## config.mk

```make
export PLATFORM = sky130hd
export DESIGN_NAME = psg_tone_mixer_flat
export DESIGN_NICKNAME = d
export VERILOG_FILES = /design/src/rtl/psg_tone_mixer_pkg.sv /design/src/rtl/psg_tone_mixer_if.sv /design/src/rtl/psg_tone_mixer_chan.sv /design/src/rtl/psg_tone_mixer.sv /design/src/flat_wrapper.sv
export SDC_FILE = /design/constraint.sdc
export NUM_CORES = 1
export LEC_CHECK = 0
export ABC_CLOCK_PERIOD_IN_PS = 2200
export BUFFER_PORTS_ARGS = -buffer_cell sky130_fd_sc_hd__buf_2
export CAP_MARGIN = 25
export CELL_PAD_IN_SITES_DETAIL_PLACEMENT = 1
export CELL_PAD_IN_SITES_GLOBAL_PLACEMENT = 1
export CORE_MARGIN = 10
export CORE_UTILIZATION = 44
export CTS_CLUSTER_SIZE = 24
export DETAILED_ROUTE_END_ITERATION = 8
export PLACE_DENSITY = 0.82
export SLEW_MARGIN = 20
export SYNTH_ARGS = -nofsm -noshare
export SYNTH_HDL_FRONTEND = slang
export SYNTH_SLANG_ARGS = --single-unit
```

## constraint.sdc

```tcl
create_clock -name CLK_50MHZ -period 2.2 [get_ports CLK_50MHZ]
set_input_delay 0.11 -clock CLK_50MHZ [delete_from_list [all_inputs] [get_ports CLK_50MHZ]]
set_output_delay 0.11 -clock CLK_50MHZ [all_outputs]
set_load 0.1 [all_outputs]
```

## src/rtl/psg_tone_mixer_pkg.sv

```systemverilog
// psg_pkg: register offsets and width derivations shared by the tone mixer files.
package psg_pkg;
    localparam int REG_PERIOD = 0;
    localparam int REG_CTRL   = 1;

    function automatic int psg_en_bit(input int volw);
        return volw;
    endfunction

    function automatic int psg_mixw(input int nch, input int volw);
        return volw + $clog2(nch + 1);
    endfunction

    function automatic int psg_aw(input int nch);
        return $clog2(2 * nch);
    endfunction
endpackage

```

## src/rtl/psg_tone_mixer_if.sv

```systemverilog
// psg_tone_mixer_if: register write port of the tone mixer.
interface psg_tone_mixer_if import psg_pkg::*; #(
    parameter int NCH  = 3,
    parameter int DIVW = 15
);
    localparam int AW = psg_aw(NCH);
    logic            WR_EN;
    logic [AW-1:0]   WR_ADDR;
    logic [DIVW-1:0] WR_DATA;
    modport master (output WR_EN, WR_ADDR, WR_DATA);
    modport slave  (input  WR_EN, WR_ADDR, WR_DATA);
endinterface

```

## src/rtl/psg_tone_mixer_chan.sv

```systemverilog
// psg_tone_chan: one square-wave divider advanced on the shared tone tick.
module psg_tone_chan #(
    parameter int DIVW = 15
) (
    input  logic            i_clk,
    input  logic            i_rst_n,
    input  logic            i_tick,
    input  logic            i_en,
    input  logic [DIVW-1:0] i_period,
    output logic            o_tone
);
    logic [DIVW-1:0] r_cnt;
    logic            w_active;

    assign w_active = i_en && (i_period != '0);

    // >= compare lets a shortened period take effect on the next tick without wrap-around
    always_ff @(posedge i_clk or negedge i_rst_n) begin
        if (!i_rst_n) begin
            r_cnt  <= DIVW'(1);
            o_tone <= 1'b0;
        end else if (!w_active) begin
            r_cnt  <= DIVW'(1);
            o_tone <= 1'b0;
        end else if (i_tick) begin
            r_cnt  <= (r_cnt >= i_period) ? DIVW'(1) : r_cnt + 1'b1;
            o_tone <= (r_cnt >= i_period) ? ~o_tone : o_tone;
        end
    end
endmodule

```

## src/rtl/psg_tone_mixer.sv

```systemverilog
// psg_tone_mixer: NCH tone channels, volume-weighted mix and sigma-delta DAC bitstream.
module psg_tone_mixer import psg_pkg::*; #(
    parameter int NCH      = 3,
    parameter int DIVW     = 15,
    parameter int VOLW     = 4,
    parameter int PRESCALE = 8192
) (
    input  logic                           CLK_50MHZ,
    input  logic                           RESET_N,
    psg_tone_mixer_if.slave                bus,
    output logic [NCH-1:0]                 TONE,
    output logic [psg_mixw(NCH,VOLW)-1:0]  MIX,
    output logic                           DAC_OUT
);
    localparam int MIXW = psg_mixw(NCH, VOLW);
    localparam int AW   = psg_aw(NCH);
    localparam int PW   = $clog2(PRESCALE);
    localparam int EN   = psg_en_bit(VOLW);

    logic [DIVW-1:0] r_period [NCH];
    logic [VOLW:0]   r_ctrl   [NCH];
    logic [PW-1:0]   r_pre;
    logic [MIXW-1:0] r_acc;
    logic [MIXW-1:0] w_sum;
    logic [MIXW:0]   w_sd;
    logic            w_tick;

    // Addresses at or beyond 2*NCH match no channel and are dropped
    always_ff @(posedge CLK_50MHZ or negedge RESET_N) begin
        if (!RESET_N) begin
            for (int i = 0; i < NCH; i++) begin
                r_period[i] <= '0;
                r_ctrl[i]   <= '0;
            end
        end else if (bus.WR_EN) begin
            for (int i = 0; i < NCH; i++) begin
                if (bus.WR_ADDR == AW'(2 * i + REG_PERIOD))
                    r_period[i] <= bus.WR_DATA;
                if (bus.WR_ADDR == AW'(2 * i + REG_CTRL))
                    r_ctrl[i] <= bus.WR_DATA[VOLW:0];
            end
        end
    end

    assign w_tick = (r_pre == PW'(PRESCALE - 1));

    always_ff @(posedge CLK_50MHZ or negedge RESET_N) begin
        if (!RESET_N)
            r_pre <= '0;
        else
            r_pre <= w_tick ? '0 : r_pre + 1'b1;
    end

    for (genvar c = 0; c < NCH; c++) begin : g_chan
        psg_tone_chan #(.DIVW(DIVW)) u_chan (
            .i_clk    (CLK_50MHZ),
            .i_rst_n  (RESET_N),
            .i_tick   (w_tick),
            .i_en     (r_ctrl[c][EN]),
            .i_period (r_period[c]),
            .o_tone   (TONE[c])
        );
    end

    always_comb begin
        w_sum = '0;
        for (int i = 0; i < NCH; i++)
            w_sum = w_sum + (TONE[i] ? MIXW'(r_ctrl[i][VOLW-1:0]) : MIXW'(0));
    end

    // Carry out of the MIXW-bit accumulator is the first-order modulator output
    assign w_sd = {1'b0, r_acc} + {1'b0, MIX};

    always_ff @(posedge CLK_50MHZ or negedge RESET_N) begin
        if (!RESET_N) begin
            MIX     <= '0;
            r_acc   <= '0;
            DAC_OUT <= 1'b0;
        end else begin
            MIX     <= w_sum;
            r_acc   <= w_sd[MIXW-1:0];
            DAC_OUT <= w_sd[MIXW];
        end
    end
endmodule

```

## src/flat_wrapper.sv

```systemverilog
// flat-port wrapper written by rule: the top's interface ports become plain ports
module psg_tone_mixer_flat import psg_pkg::*;
#(
    parameter int NCH      = 3,
    parameter int DIVW     = 15,
    parameter int VOLW     = 4,
    parameter int PRESCALE = 8192
)
  (CLK_50MHZ, RESET_N, TONE, MIX, DAC_OUT, bus_WR_EN, bus_WR_ADDR, bus_WR_DATA);
  psg_tone_mixer_if #(.NCH(NCH), .DIVW(DIVW)) bus_i ();
  input  logic CLK_50MHZ;
  input  logic RESET_N;
  output logic [NCH-1:0] TONE;
  output logic [psg_mixw(NCH,VOLW)-1:0] MIX;
  output logic DAC_OUT;
  input wire logic [$bits(bus_i.WR_EN)-1:0] bus_WR_EN;
  input wire logic [$bits(bus_i.WR_ADDR)-1:0] bus_WR_ADDR;
  input wire logic [$bits(bus_i.WR_DATA)-1:0] bus_WR_DATA;
  assign bus_i.WR_EN = bus_WR_EN;
  assign bus_i.WR_ADDR = bus_WR_ADDR;
  assign bus_i.WR_DATA = bus_WR_DATA;
  psg_tone_mixer #(.NCH(NCH), .DIVW(DIVW), .VOLW(VOLW), .PRESCALE(PRESCALE)) u_core (.CLK_50MHZ(CLK_50MHZ), .RESET_N(RESET_N), .bus(bus_i), .TONE(TONE), .MIX(MIX), .DAC_OUT(DAC_OUT));
endmodule
```

==> results by stage, run 1 <==
Logic synthesis:
- The number of nets in the synthesized netlist is ~840.
- In this run the cell area of the synthesized design comes to 7490 um^2.
- The leading area contributor after synthesis is sky130_fd_sc_hd__dfrtp_1.
- The synthesized-area fraction occupied by adder cells is 11.3%.
- The share of the Yosys chip area taken by registers is 44.8%.
- The number of distinct library cell variants in the gate-level netlist after synthesis is 53.
- In this run, synthesis inferred 0 flip-flops with an integrated enable.
- The most instantiated flip-flop cell in the synthesis netlist is sky130_fd_sc_hd__dfrtp_1.
- After synthesis, the cell types taking the most area are sky130_fd_sc_hd__dfrtp_1 44%, sky130_fd_sc_hd__ha_1 9.7%, sky130_fd_sc_hd__nand2_1 4.5%, sky130_fd_sc_hd__o21ai_0 4.1%, sky130_fd_sc_hd__inv_1 3.1%.
- Counting flops and latches in the post-synthesis netlist gives 134.
- The top cell type's share of synthesized area is 43.8%.
- The share of synthesized flip-flops with an asynchronous set or reset is between 90% and 100%.
- During synthesis, Yosys emitted a total of 0 warnings.
- Summing the areas of all compound-gate instances in the mapped netlist gives 13.5% of the synthesized area.
- After Yosys synthesis, and, or, nand and nor cells account for 17.1% of the synthesized area.
- In the synthesized netlist, the number of instances is between 700 and 800.
- The mean instance size in the synthesized netlist is 9.96 um^2.
- The proportion of synthesized area in mux cells is 2.99%.
- Of the total synthesized cell area, the portion taken by XOR and XNOR cells is between 5 and 6%.
- After synthesis, the largest family of logic cells by area is simple AND/OR/NAND/NOR gates.

Critical path:
- The type of destination of the critical path is a flop.
- The required time at the worst-slack endpoint is 2.52 ns.
- The critical path data arrival time is ~2.9 ns.
- The worst setup path is launched from a flop.
- The path type of the worst setup path is reg -> reg.
- The largest fanout on the critical path is 8.
- Counting cells, the worst reg-to-reg path comes to 7.

Finish:
- The final layout contains 960 nets.
- The final design instance area without fill is 9870 um^2.
- The antenna cell count is 0.
- Of the cells placed in the final design, the portion with a size suffix greater than 1 is 30.4%.
- The utilization after layout is 59.3%.
- Compared with the post-synthesis result, the final layout area differs by 31.7%.
- The library cell used most frequently in the layout, excluding fill and tap cells, is sky130_fd_sc_hd__dfrtp_1.
- The library cells used most frequently in the layout, excluding fill and tap cells, are 129 x sky130_fd_sc_hd__dfrtp_1, 88 x sky130_fd_sc_hd__nand2_1, 76 x sky130_fd_sc_hd__buf_4.
- Counting the fill cells in the layout gives between 1500 and 2000.

Clock network:
- The CTS buffer count is 17.
- The H-tree was split into 4 levels.
- The TritonCTS clock tree is done.
- The cell sitting at the root of the clock tree is a sky130_fd_sc_hd__clkbuf_16.
- In this run the deepest clock path goes through 2 buffers.
- The count of clock tree sinks is around 130.
- Clock latency on the worst-skew pair, taken at its later pin, is 0.44 ns.
- The post-CTS clock slew at the launch and capture registers of the worst setup and hold paths is 0.07 ns.

Timing:
- The time the worst path needs with I/O delays and setup is 2.59 ns.
- On the final layout, the worst clock skew is between 0.01 and 0.015 ns.
- For this run, the top clock speed supported by timing is ~0.39 GHz.
- The worst pin sits at a relative slew slack of 38.6%.
- The number of failing hold endpoints at the final stage was 0.
- The final number of setup-violating endpoints is 46.
- The smallest setup slack after layout is -0.385 ns.
- The transition time of the tightest slew-check pin is 0.914 ns.
- Hold timing on the final database bottoms out at a slack of 0.0275 ns.
- After layout, the worst path uses 118% of the clock period.
- Setup repair after global routing could not meet its margin everywhere.
- The final max-slew violation count came to 0.

Detailed routing:
- The average wire per standard cell is ~30 um.
- The via count normalized by instance count is around 6.6.
- The count of routing violations after the opening detailed-route iteration is 740.
- The final layout contains routed wiring with a total length of 33100 um.
- The met1 wire length is 11900 um.
- Detailed routing placed a total of 16200 um of wire on met2.
- The highest routed metal layer is met4.
- Detailed routing inserted a total of approximately 7300 vias.
- The first-pass detailed-route iteration total is 5.
- Wire segments on met3 add up to around 2500 um in the final route.
- The number of nets with antenna violations after detailed routing is 0.
- For this run, design rule violations remaining after detail routing come to 0.

Power:
- The power share of the sequential group is roughly 37%.
- The internal power is 5.41 mW.
- The worst-case vdd ir drop is 0.000653 V.
- Power spread over the standard cell area amounts to 822 nW/um^2.
- Overall power consumption after layout is estimated at 8.11 mW.
- In this run the power spent charging and discharging nets is 2.70 mW.
- The fraction of power consumed by the clock network is 38.3%.
- Net switching is approximately 33% of the power.
- The analysis attributes to cell leakage a power of 4.43 nW.
- The relative contribution of combinational cells to total power is 24.4%.

Min path:
- The class of the worst hold path is in -> reg.
- The instance count along the most critical hold path is 3.

Placed design:
- The number of input and output port buffers inserted is 30.
- The setup slack at placement is -0.202 ns.
- The final weighted congestion in routability-driven placement is 0.869.
- The placed standard-cell area is 8330 um^2.
- Detailed placement finished with a half-perimeter wire length of 16800 um.

GRT:
- The number of global-route vias before repair was 7416.
- Entering global routing, the biggest net connects 57 pins.
- The first global-routing pass estimated 42200 um of wire.
- The global-route congestion overflow total is 0.
- The number of antenna violations at the first check in global routing is 0.
- Global routing consumed, over all layers together, 24.2% of the routing resources.

Floorplan:
- The number of top-level pins is 31.
- From left edge to right edge, the die measures 150 um.
- The initial cell density of the core is 45.0%.
- The full die area is 22600 um^2.
- The count of standard-cell rows is 47.
- The die boundary height is 150 um.
- The region available for standard cell placement spans approximately 17000 um^2.

Outcome:
- The final reports fail on negative setup slack.
- The flow ran to the end, but the final reports show violations.

Job:
- The max-capacitance violation count is 0.
final timing paths:
| check | end | start | slack [ns] |
|---|---|---|---|
| setup / recovery | u_core.g_chan[1].u_chan.r_cnt[6]$_DFFE_PN0P_ | u_core.r_period[20]$_DFFE_PN0P_ | -0.39 |
| hold / removal | u_core.r_period[18]$_DFFE_PN0P_ | bus_WR_DATA[3] | 0.03 |
| setup reg to reg | u_core.g_chan[1].u_chan.r_cnt[6]$_DFFE_PN0P_ | u_core.r_period[20]$_DFFE_PN0P_ | -0.39 |
| hold reg to reg | u_core.r_pre[11]$_DFF_PN0_ | u_core.r_pre[11]$_DFF_PN0_ | 0.50 |
| max in group asynchronous | u_core.g_chan[0].u_chan.r_cnt[0]$_DFFE_PN1P_ | RESET_N | 1.22 |
| min in group asynchronous | u_core.g_chan[1].u_chan.r_cnt[11]$_DFFE_PN0P_ | RESET_N | 0.23 |
power groups by stage:
| stage | clock (mW) | combinational (mW) | sequential, mW |
|---|---|---|---|
| 4_1_cts | 3.05 | 1.48 | 2.93 |
| 2_1_floorplan | 0 | 0.750 | 2.91 |
| 3_5_place_dp | 0 | 1.31 | 2.95 |
| 3_3_place_gp | 0 | 1.18 | 2.92 |
| 6_report | 3.11 | 1.98 | 3.02 |
| 5_1_grt | 3.21 | 2.06 | 3.01 |
sequential cells by signal, summed over array words and instances, names as in the netlist:
name                         flops
u_core.g_chan.u_chan.r_cnt      45
u_core.r_period                 45
u_core.r_ctrl                   15
u_core.r_pre                    13
u_core.MIX                       6
u_core.r_acc                     6
u_core.g_chan.u_chan.o_tone      3
u_core.DAC_OUT                   1
layout make-up:
class / count / area (um^2) / share of cell area, %
tap: 220 / 275 / 2.79
timing repair buffer: 130 / 1000 / 10.2
inverter: 62 / 235 / 2.38
clock buffer: 23 / 498 / 5.05
sequential: 134 / 3360 / 34.0
clock inverter: 8 / 120 / 1.22
multi-input combinational: 530 / 4380 / 44.4
worst max-delay path, cell delays in order, from the launching register on:
cell and delay, ns:
sky130_fd_sc_hd__dfrtp_1 0.40, sky130_fd_sc_hd__or4_4 0.56, sky130_fd_sc_hd__buf_6 0.14, sky130_fd_sc_hd__o41ai_4 0.50
sky130_fd_sc_hd__buf_6 0.21, sky130_fd_sc_hd__o211ai_1 0.12, sky130_fd_sc_hd__xor2_1 0.23, sky130_fd_sc_hd__nor3_1 0.29
cells in the mapped netlist, types with 6 or more instances:
cell	n
sky130_fd_sc_hd__inv_1	62
sky130_fd_sc_hd__clkbuf_1	22
sky130_fd_sc_hd__xnor2_1	22
sky130_fd_sc_hd__nor2_1	25
sky130_fd_sc_hd__a211oi_1	13
sky130_fd_sc_hd__mux2_2	19
sky130_fd_sc_hd__ha_1	58
sky130_fd_sc_hd__and3_1	11
sky130_fd_sc_hd__a21oi_1	25
sky130_fd_sc_hd__dfrtp_1	131
sky130_fd_sc_hd__o21ai_0	61
sky130_fd_sc_hd__nand4_1	25
sky130_fd_sc_hd__nor3_1	35
sky130_fd_sc_hd__xor2_1	26
sky130_fd_sc_hd__and2_1	11
sky130_fd_sc_hd__fa_1	6
sky130_fd_sc_hd__and4_1	10
sky130_fd_sc_hd__o211ai_1	7
sky130_fd_sc_hd__nand3_1	14
sky130_fd_sc_hd__o2111ai_1	12
sky130_fd_sc_hd__nor4_1	6
sky130_fd_sc_hd__nand2_1	89
cell families (layout without fill, tap and decap cells):
logic type | after synthesis | after routing
AND/OR/NAND/NOR | 250 | 250
AO/OA/AOI/OAI | 148 | 148
adder cells (fa/ha/maj) | 64 | 64
multiplexers | 20 | 20
XOR/XNOR | 48 | 48
buffers and inverters | 88 | 223
flip-flops | 134 | 134
through the flow:
step                      instances  TNS [ns]
final                          1107     -5.98
after global routing           1107     -8.33
after CTS                      1086    -0.645
after detailed placement       1041     -2.76
after global placement         1041    -0.216
after floorplan                 752  -0.00793
repair_timing:
item	4_1_cts	5_1_grt
gates resized for setup	35	78
endpoints found under the hold margin	64	0
gates cloned	0	2
hold buffers	7	0
pin swaps	21	51
endpoints found under the setup margin	38	50
buffers inserted	7	21
routing by layer:
metal  GRT usage (%)  vias to the layer above
met3            5.01                      197
met2            43.0                      496
met5               0                        -
met4            13.1                        0
li1                -                     2934
met1            26.5                     3672
No activity file was read; power rests on OpenSTA's default activity.
==> run 2: changes to the inputs <==
==> constraint.sdc (replaced) <==
create_clock -name CLK_50MHZ -period 2.2 [get_ports CLK_50MHZ]
set_input_delay 0.44 -clock CLK_50MHZ [delete_from_list [all_inputs] [get_ports CLK_50MHZ]]
set_output_delay 0.44 -clock CLK_50MHZ [all_outputs]
set_load 0.1 [all_outputs]
==> results by stage, run 2 (same netlist as run 1, synthesis figures left out) <==
Outcome:
- The flow ran to the end, but the final reports show violations.
- The checks that failed: negative setup slack.

Timing:
- The final max-slew violation count is 0.
- Measured against its own limit, the worst slew margin works out to 50.6%.
- The largest clock skew in the final design is 0.0116 ns.
- Across all setup checks in the final design, the least slack found is -0.386 ns.
- The number of failing hold endpoints at the final stage is 0.
- Subtracting the final worst setup slack from the clock period gives between 2 and 3 ns.
- The highest achievable clock rate is 0.387 GHz.
- In the finished design, the share of the clock period the worst path needs comes to 118%.
- Setup repair after global routing could not meet its margin everywhere.
- Setup violations remaining at the end of the flow were counted as 42.
- The transition time of the tightest slew-check pin is between 0.7 and 0.8 ns.

Critical path:
- Of all nets on the critical path, the largest fanout is 7.
- Data arrives at the worst endpoint at 2.90 ns.
- The setup slack of the most critical reg-to-reg path is -0.39 ns.
- The endpoint identified for the worst register-to-register timing path is u_core.g_chan[1].u_chan.o_tone$_DFFE_PN0P_.
- In this run the worst setup path terminates at u_core.g_chan[1].u_chan.o_tone$_DFFE_PN0P_.
- The worst register-to-register path begins at u_core.g_chan[1].u_chan.r_cnt[10]$_DFFE_PN0P_.
- STA puts the critical path data required time at 2.51 ns.
- The worst setup path is captured at a flop.
- The worst setup path is launched from a flop.
- By startpoint and endpoint, the worst setup path is classified as reg -> reg.
- The number of cells on the worst reg-to-reg path is 8.
- The launching element of the worst setup path is u_core.g_chan[1].u_chan.r_cnt[10]$_DFFE_PN0P_.

Floorplan:
- The count of standard-cell rows is 47.
- The die boundary width is 150 um.
- Pin placement for this block handled 31 I/O pins.
- The die covers between 20000 and 25000 um^2.
- The initial cell density of the core is a little under half.
- The core region is about 17000 um^2.
- The die boundary height is 150 um.

GRT:
- The met2 track demand over resource in global routing is between 30% and 40%.
- The number of antenna violations at the first check in global routing is 0.
- For this run the aggregate overflow at the end of global routing stands at 0.
- The met1 track utilization from global routing is around a quarter.
- The first global-routing pass estimated 40100 um of wire.
- For this run, the total global-route usage over all layers was measured as 22.7%.
- The pin count of the biggest net entering global routing is 48.
- The layer flagged by global routing as most heavily used is met2.
- Global routing consumed, on the met3 layer, 5.04% of the routing resources.
- The number of global-route vias before repair is ~7300.

Detailed routing:
- Across all layers, the routed design uses roughly 7100 vias.
- Before antenna repair, the detailed router went through 5 iterations.
- Dividing the detail-routed wire length by the instance count gives 28.4 um.
- The count of nets left with antenna violations once routing finished came out at 0.
- Wires add up to 31400 um.
- The first routing iteration left 601 violations.
- The via count normalized by instance count is 6.44.
- The number of remaining DRC errors is 0.

Placed design:
- The number of input and output port buffers inserted is 30.
- The setup slack at placement is -0.298 ns.
- Including well taps, the total number of placed cells is 1039.
- The final weighted congestion in routability-driven placement is 0.841.
- The wire-length estimate of the detail-placed layout is 16800 um.

Power:
- The internal power is 5.28 mW.
- Of the total power, the share spent switching nets is 32.9%.
- The switching power of the nets is roughly 2.6 mW.
- Of the total power, the clock network draws 37.3%.
- VDD sags by at most 0.000431 V.
- For this design the ratio of total power to cell area is 800 nW/um^2.
- The relative contribution of combinational cells to total power is 24.5%.
- The reported leakage power is 4.40 nW.
- The power share of the sequential group is 38.2%.

Finish:
- The layout overhead on the synthesized area is 31.4%.
- The finished layout holds 1106 standard cells, fillers aside.
- At the end of the flow, the number of nets in the layout was 958.
- In the layout the commonest cells are 127 x sky130_fd_sc_hd__dfrtp_1, 89 x sky130_fd_sc_hd__nand2_1, 77 x sky130_fd_sc_hd__buf_4.
- The largest registers in the layout are u_core.g_chan.u_chan.r_cnt: 45 flops, u_core.r_period: 45 flops, u_core.r_ctrl: 15 flops.
- The antenna cell count is 0.
- The proportion of layout cells with a drive suffix above 1 is between 30% and 40%.
- The most frequent standard cell in the layout excluding fill and tap cells is sky130_fd_sc_hd__dfrtp_1.

Clock network:
- The TritonCTS clock tree is done.
- The clock tree root buffer cell is sky130_fd_sc_hd__clkbuf_16.
- Counting every sink on the clock net gives 134.
- The source-to-sink clock delay at the later pin of the worst-skew pair is 0.44 ns.
- Counting along the longest clock path gives a buffer depth of 2.
- Buffers inserted during clock tree synthesis total 17.
- The post-CTS clock slew at the launch and capture registers of the worst setup and hold paths is about 0.06 ns.
- CTS built an H-tree with a depth of 4.

Min path:
- The startpoint of the tightest hold check path is bus_WR_DATA[13].
- The class of the worst hold path is in -> reg.

Job:
- Max-cap violations in this run came to 0.
-- run 2: cell count changes in the layout (fill, tap and decap cells not counted), sizes merged --
cell         before  now
dlygate4sd3       7    1
buf             123  125
clkinv            3    5
a21oi            26   27
-- run 2: power by group through the flow --
stage	Clock, mW	Combinational (mW)	Sequential, mW
final	2.94	1.93	3.01
after global routing	3.08	2.04	3.01
after CTS	2.88	1.47	2.92
after detailed placement	0	1.30	2.95
after global placement	0	1.18	2.92
after floorplan	0	0.750	2.91
-- run 2: per-stage QoR --
| stage | area, um^2 | utilization, % | TNS, ns | power, mW | hold slack, ns |
|---|---|---|---|---|---|
| after floorplan | 7490 | - | -0.00793 | 3.66 | 0.144 |
| final | 9840 | 59.1 | -6.05 | 7.87 | 0.342 |
| after global routing | 9840 | 59.1 | -8.17 | 8.13 | 0.317 |
| after detailed placement | 8330 | 50.1 | -3.10 | 4.26 | 0.412 |
| after global placement | 8330 | 50.1 | -0.358 | 4.10 | 0.399 |
| after CTS | 9200 | 55.3 | -0.153 | 7.27 | 0.287 |
-- run 2: worst min-delay path by stage --
stage	endpoint	slack (ns)	depth (start not counted)
after floorplan	u_core.DAC_OUT$_DFF_PN0_	0.14	0
after global placement	u_core.g_chan[1].u_chan.r_cnt[12]$_DFFE_PN0P_	0.40	1
after detailed placement	u_core.g_chan[1].u_chan.r_cnt[13]$_DFFE_PN0P_	0.41	1
after CTS	u_core.r_period[13]$_DFFE_PN0P_	0.29	3
after global routing	u_core.r_period[43]$_DFFE_PN0P_	0.32	3
final	u_core.r_period[43]$_DFFE_PN0P_	0.34	3
-- run 2: layout make-up --
cell class,instances,area (um^2)
clock inverter,10,130
sequential,134,3360
tap,220,275
timing repair buffer,127,1020
inverter,62,233
fill,1748,6800
multi-input combinational,531,4370
clock buffer,22,444
-- run 2: critical path: stages (launching register included) --
cell	delay [ns]
sky130_fd_sc_hd__dfrtp_1	0.46
sky130_fd_sc_hd__ha_1	0.40
sky130_fd_sc_hd__nand4_1	0.20
sky130_fd_sc_hd__buf_4	0.21
sky130_fd_sc_hd__nor4_4	0.39
sky130_fd_sc_hd__a211oi_2	0.08
sky130_fd_sc_hd__a21oi_2	0.20
sky130_fd_sc_hd__buf_6	0.18
sky130_fd_sc_hd__mux2i_1	0.34
-- run 2: metal layers --
metal  share of wire, %  vias to the layer above  wire [um]
li1                   -                     2934          -
met1                 37                     3597      11500
met2                 50                      425      15700
met3                7.0                      164       2200
met4                6.3                        0       1990
met5                  0                        -          0
-- run 2: repair_timing --
item	CTS	global route
hold endpoints to repair	41	0
resized for setup	34	83
setup endpoints to repair	44	50
setup buffers	9	23
hold buffers	1	0
gates cloned	0	3
pin swaps	24	45
==> run 3: changes to the inputs <==
CORE_UTILIZATION = 46   (was 44)
CTS_BUF_LIST = sky130_fd_sc_hd__clkbuf_8   (was default)
HOLD_SLACK_MARGIN = 0.1   (was default)
PLACE_DENSITY = 0.85   (was 0.82)
==> results by stage, run 3 (same netlist as run 1, synthesis figures left out) <==
Outcome:
- The run finished, with violations left.
- The final reports fail on negative setup slack.

Clock network:
- The cell sitting at the root of the clock tree is a sky130_fd_sc_hd__clkbuf_8.
- TritonCTS built the clock tree.
- The source-to-sink clock delay at the later pin of the worst-skew pair is 0.49 ns.
- After clock tree synthesis, the clock-pin slew on the worst setup and hold paths is 0.10 ns.
- The CTS buffer count is 17.
- The count of clock tree sinks is 134.
- The longest clock path from root to sink contains 2 buffers.
- In this run the number of H-tree levels came out at 4.

Power:
- The share of total power dissipated in combinational logic is 28.1%.
- For this design the ratio of total power to cell area is 765 nW/um^2.
- The switching power of the nets is between 2 and 3 mW.
- The worst-case vdd ir drop is approximately 0.00045 V.
- In this run the static leakage power is around 4.4 nW.
- The fraction of power consumed by the clock network is 31.9%.
- Overall power consumption after layout is estimated at approximately 7.5 mW.
- Internal power comes to 4.81 mW.
- The share of total power dissipated in sequential elements is 40.0%.
- The net switching share of the total power is 35.9%.

Floorplan:
- The full die area is approximately 22000 um^2.
- Measured along the x axis, the die boundary spans 148 um.
- In this run the vertical extent of the chip is 148 um.
- The floorplan core area is around 16000 um^2.
- The number of top-level pins is 31.
- The initial cell density of the core is 47.0%.
- In this run the core area contains 46 standard-cell rows.

Finish:
- Counting the fill cells in the layout gives 1649.
- The antenna cell count is 0.
- The proportion of layout cells with a drive suffix above 1 is between 30% and 40%.
- The area growth from synthesis to layout is 30.8%.
- Summing all multi-input logic gate instances after layout gives 4440 um^2.
- The largest registers in the layout are u_core.g_chan.u_chan.r_cnt: 45 flops, u_core.r_period: 45 flops, u_core.r_ctrl: 15 flops.
- The top cell types in the final layout, fill and taps aside, are 128 x sky130_fd_sc_hd__dfrtp_1, 92 x sky130_fd_sc_hd__buf_4, 88 x sky130_fd_sc_hd__nand2_1.
- The final layout contains 970 nets.
- At the end of the flow the core is filled with cells to 61.5%.
- Summing all non-filler instances in the final layout gives an area of ~9800 um^2.
- The library cell used most frequently in the layout, excluding fill and tap cells, is sky130_fd_sc_hd__dfrtp_1.
- The area used by sequential logic in the layout is around 3400 um^2.

Placed design:
- The detailed-placement wirelength estimate is 16900 um.
- The final weighted congestion in routability-driven placement is ~0.86.
- The setup slack at placement is -0.275 ns.
- The placed standard-cell area is 8320 um^2.
- Buffers placed on the I/O ports in this run total 30.

Critical path:
- The critical path ends at u_core.g_chan[0].u_chan.r_cnt[14]$_DFFE_PN0P_.
- The launching element of the worst setup path is u_core.r_period[35]$_DFFE_PN0P_.
- Traced cell by cell, the critical path runs through buf_4 > or4_4 > o41a_1 > a211oi_2 > xnor2_1 > nor3_1.
- STA classifies the critical path startpoint as a flop.
- Measured in cells, the most critical reg-to-reg path has a length of 6.
- The type of destination of the critical path is a flop.
- The critical path data arrival time is 2.90 ns.
- Setup slack on the worst reg-to-reg path comes out at -0.37 ns.
- The standard cell with the maximum stage delay on the critical path is sky130_fd_sc_hd__o41a_1.
- For this run, the slowest stage of the critical path takes about 0.55 ns.
- The largest fanout on the critical path is 4.
- The launch instance of the worst register-to-register path is u_core.r_period[35]$_DFFE_PN0P_.
- The worst register-to-register path ends at u_core.g_chan[0].u_chan.r_cnt[14]$_DFFE_PN0P_.
- The required time at the worst-slack endpoint is roughly 2.5 ns.
- The worst setup path is of the reg -> reg kind.

Timing:
- The highest achievable clock rate is about 0.4 GHz.
- Setup repair after global routing could not meet its margin everywhere.
- The final number of setup-violating endpoints is 44.
- After layout, the worst setup slack is -0.370 ns.
- The worst-case headroom to the max-slew limit is around three fifths.
- The share of the clock period used by the worst path is 117%.
- The number of failing hold endpoints at the final stage is 0.
- At the pin with the least slew margin, the transition time is approximately 0.59 ns.
- For the finished layout, the period the worst path requires is 2.57 ns.
- Across the routed clock network, the largest skew measured is 0.0205 ns.
- After routing, the total negative slack on setup checks comes to -6.74 ns.
- The final max-slew violation count is 0.

Detailed routing:
- After detailed routing, the number of vias per cell comes to 6.64.
- Once detail routing completed, the nets flagged for antenna violations numbered 0.
- The number of remaining DRC errors is 0.
- In this run, the number of DRC markers left after iteration 0 of detailed routing was ~640.
- The first detailed-routing pass took 5 iterations.
- The number of vias after detailed routing is 7388.
- The average wire per standard cell is about 30 um.
- The routed design has between 30000 and 40000 um of wire.

GRT:
- The number of global-route vias before repair came to 7512.
- The aggregate global-route resource usage is around a quarter.
- The wire length of the first global-routing pass is 41900 um.
- The global-route congestion overflow total is 0.
- The number of antenna violations at the first check in global routing was 0.
- Entering global routing, the biggest net connects between 60 and 70 pins.

Job:
- Across the run, the number of max-cap violations was 0.

Min path:
- The worst hold path belongs to the class in -> reg.
run 3: changes by cell type in the layout (fill, tap and decap cells not counted), moves of 4 or more:
cell | before | now
sky130_fd_sc_hd__clkbuf_16 | 18 | 0
sky130_fd_sc_hd__buf_4 | 77 | 92
sky130_fd_sc_hd__nor3_2 | 6 | 10
sky130_fd_sc_hd__clkbuf_1 | 5 | 0
sky130_fd_sc_hd__nor3_1 | 32 | 28
sky130_fd_sc_hd__clkbuf_8 | 0 | 18
run 3: stage by stage:
step / instances / hold slack, ns
floorplan: 752 / 0.144
global placement: 1035 / 0.346
detailed placement: 1035 / 0.350
global route: 1113 / 0.270
CTS: 1082 / 0.236
finish: 1113 / 0.252
run 3: what timing repair did:
item	in CTS	in global routing
hold buffers	1	0
setup buffers	14	29
gates resized for setup	36	94
pin swaps	25	46
setup endpoints to repair	46	48
endpoints found under the hold margin	16	0
cloned	1	2
run 3: power groups by stage:
stage               Sequential, mW  Clock (mW)  Combinational [mW]
global placement              2.92           0                1.16
CTS                           2.92        2.32                1.47
global route                  3.00        2.49                2.20
floorplan                     2.91           0               0.750
finish                        3.00        2.39                2.11
detailed placement            2.95           0                1.29
run 3: worst min-delay path by stage:
stage | from | to | cells past startpoint
finish | bus_WR_DATA[11] | u_core.r_period[41]$_DFFE_PN0P_ | 3
global route | bus_WR_DATA[11] | u_core.r_period[41]$_DFFE_PN0P_ | 3
CTS | bus_WR_DATA[11] | u_core.r_period[11]$_DFFE_PN0P_ | 3
detailed placement | RESET_N | u_core.g_chan[1].u_chan.r_cnt[12]$_DFFE_PN0P_ | 1
global placement | RESET_N | u_core.g_chan[1].u_chan.r_cnt[9]$_DFFE_PN0P_ | 1
floorplan | RESET_N | u_core.DAC_OUT$_DFF_PN0_ | 0
run 3: final cells by class:
type	count	area share, %
repair buffers	140	10.8
clock buffers	18	2.53
well taps	216	2.76
inverters	62	2.38
multi-input cells	530	45.3
clock inverters	13	1.85
flip-flops and latches	134	34.3
run 3: critical path: cells and delay by family, from the launching register on:
kind                   cells  cell delay, ns
AO/OA/AOI/OAI              2            0.84
flip-flops                 1            0.44
buffers and inverters      1            0.16
AND/OR/NAND/NOR            2            0.84
XOR/XNOR                   1            0.13
run 3: per-layer routing:
metal | share of wire [%] | track usage, % | up-vias
li1 | - | - | 2945
met1 | 36 | 26.3 | 3687
met2 | 48 | 43.0 | 519
met3 | 7.6 | 5.53 | 237
met4 | 8.8 | 13.5 | 0
met5 | 0 | 0 | -
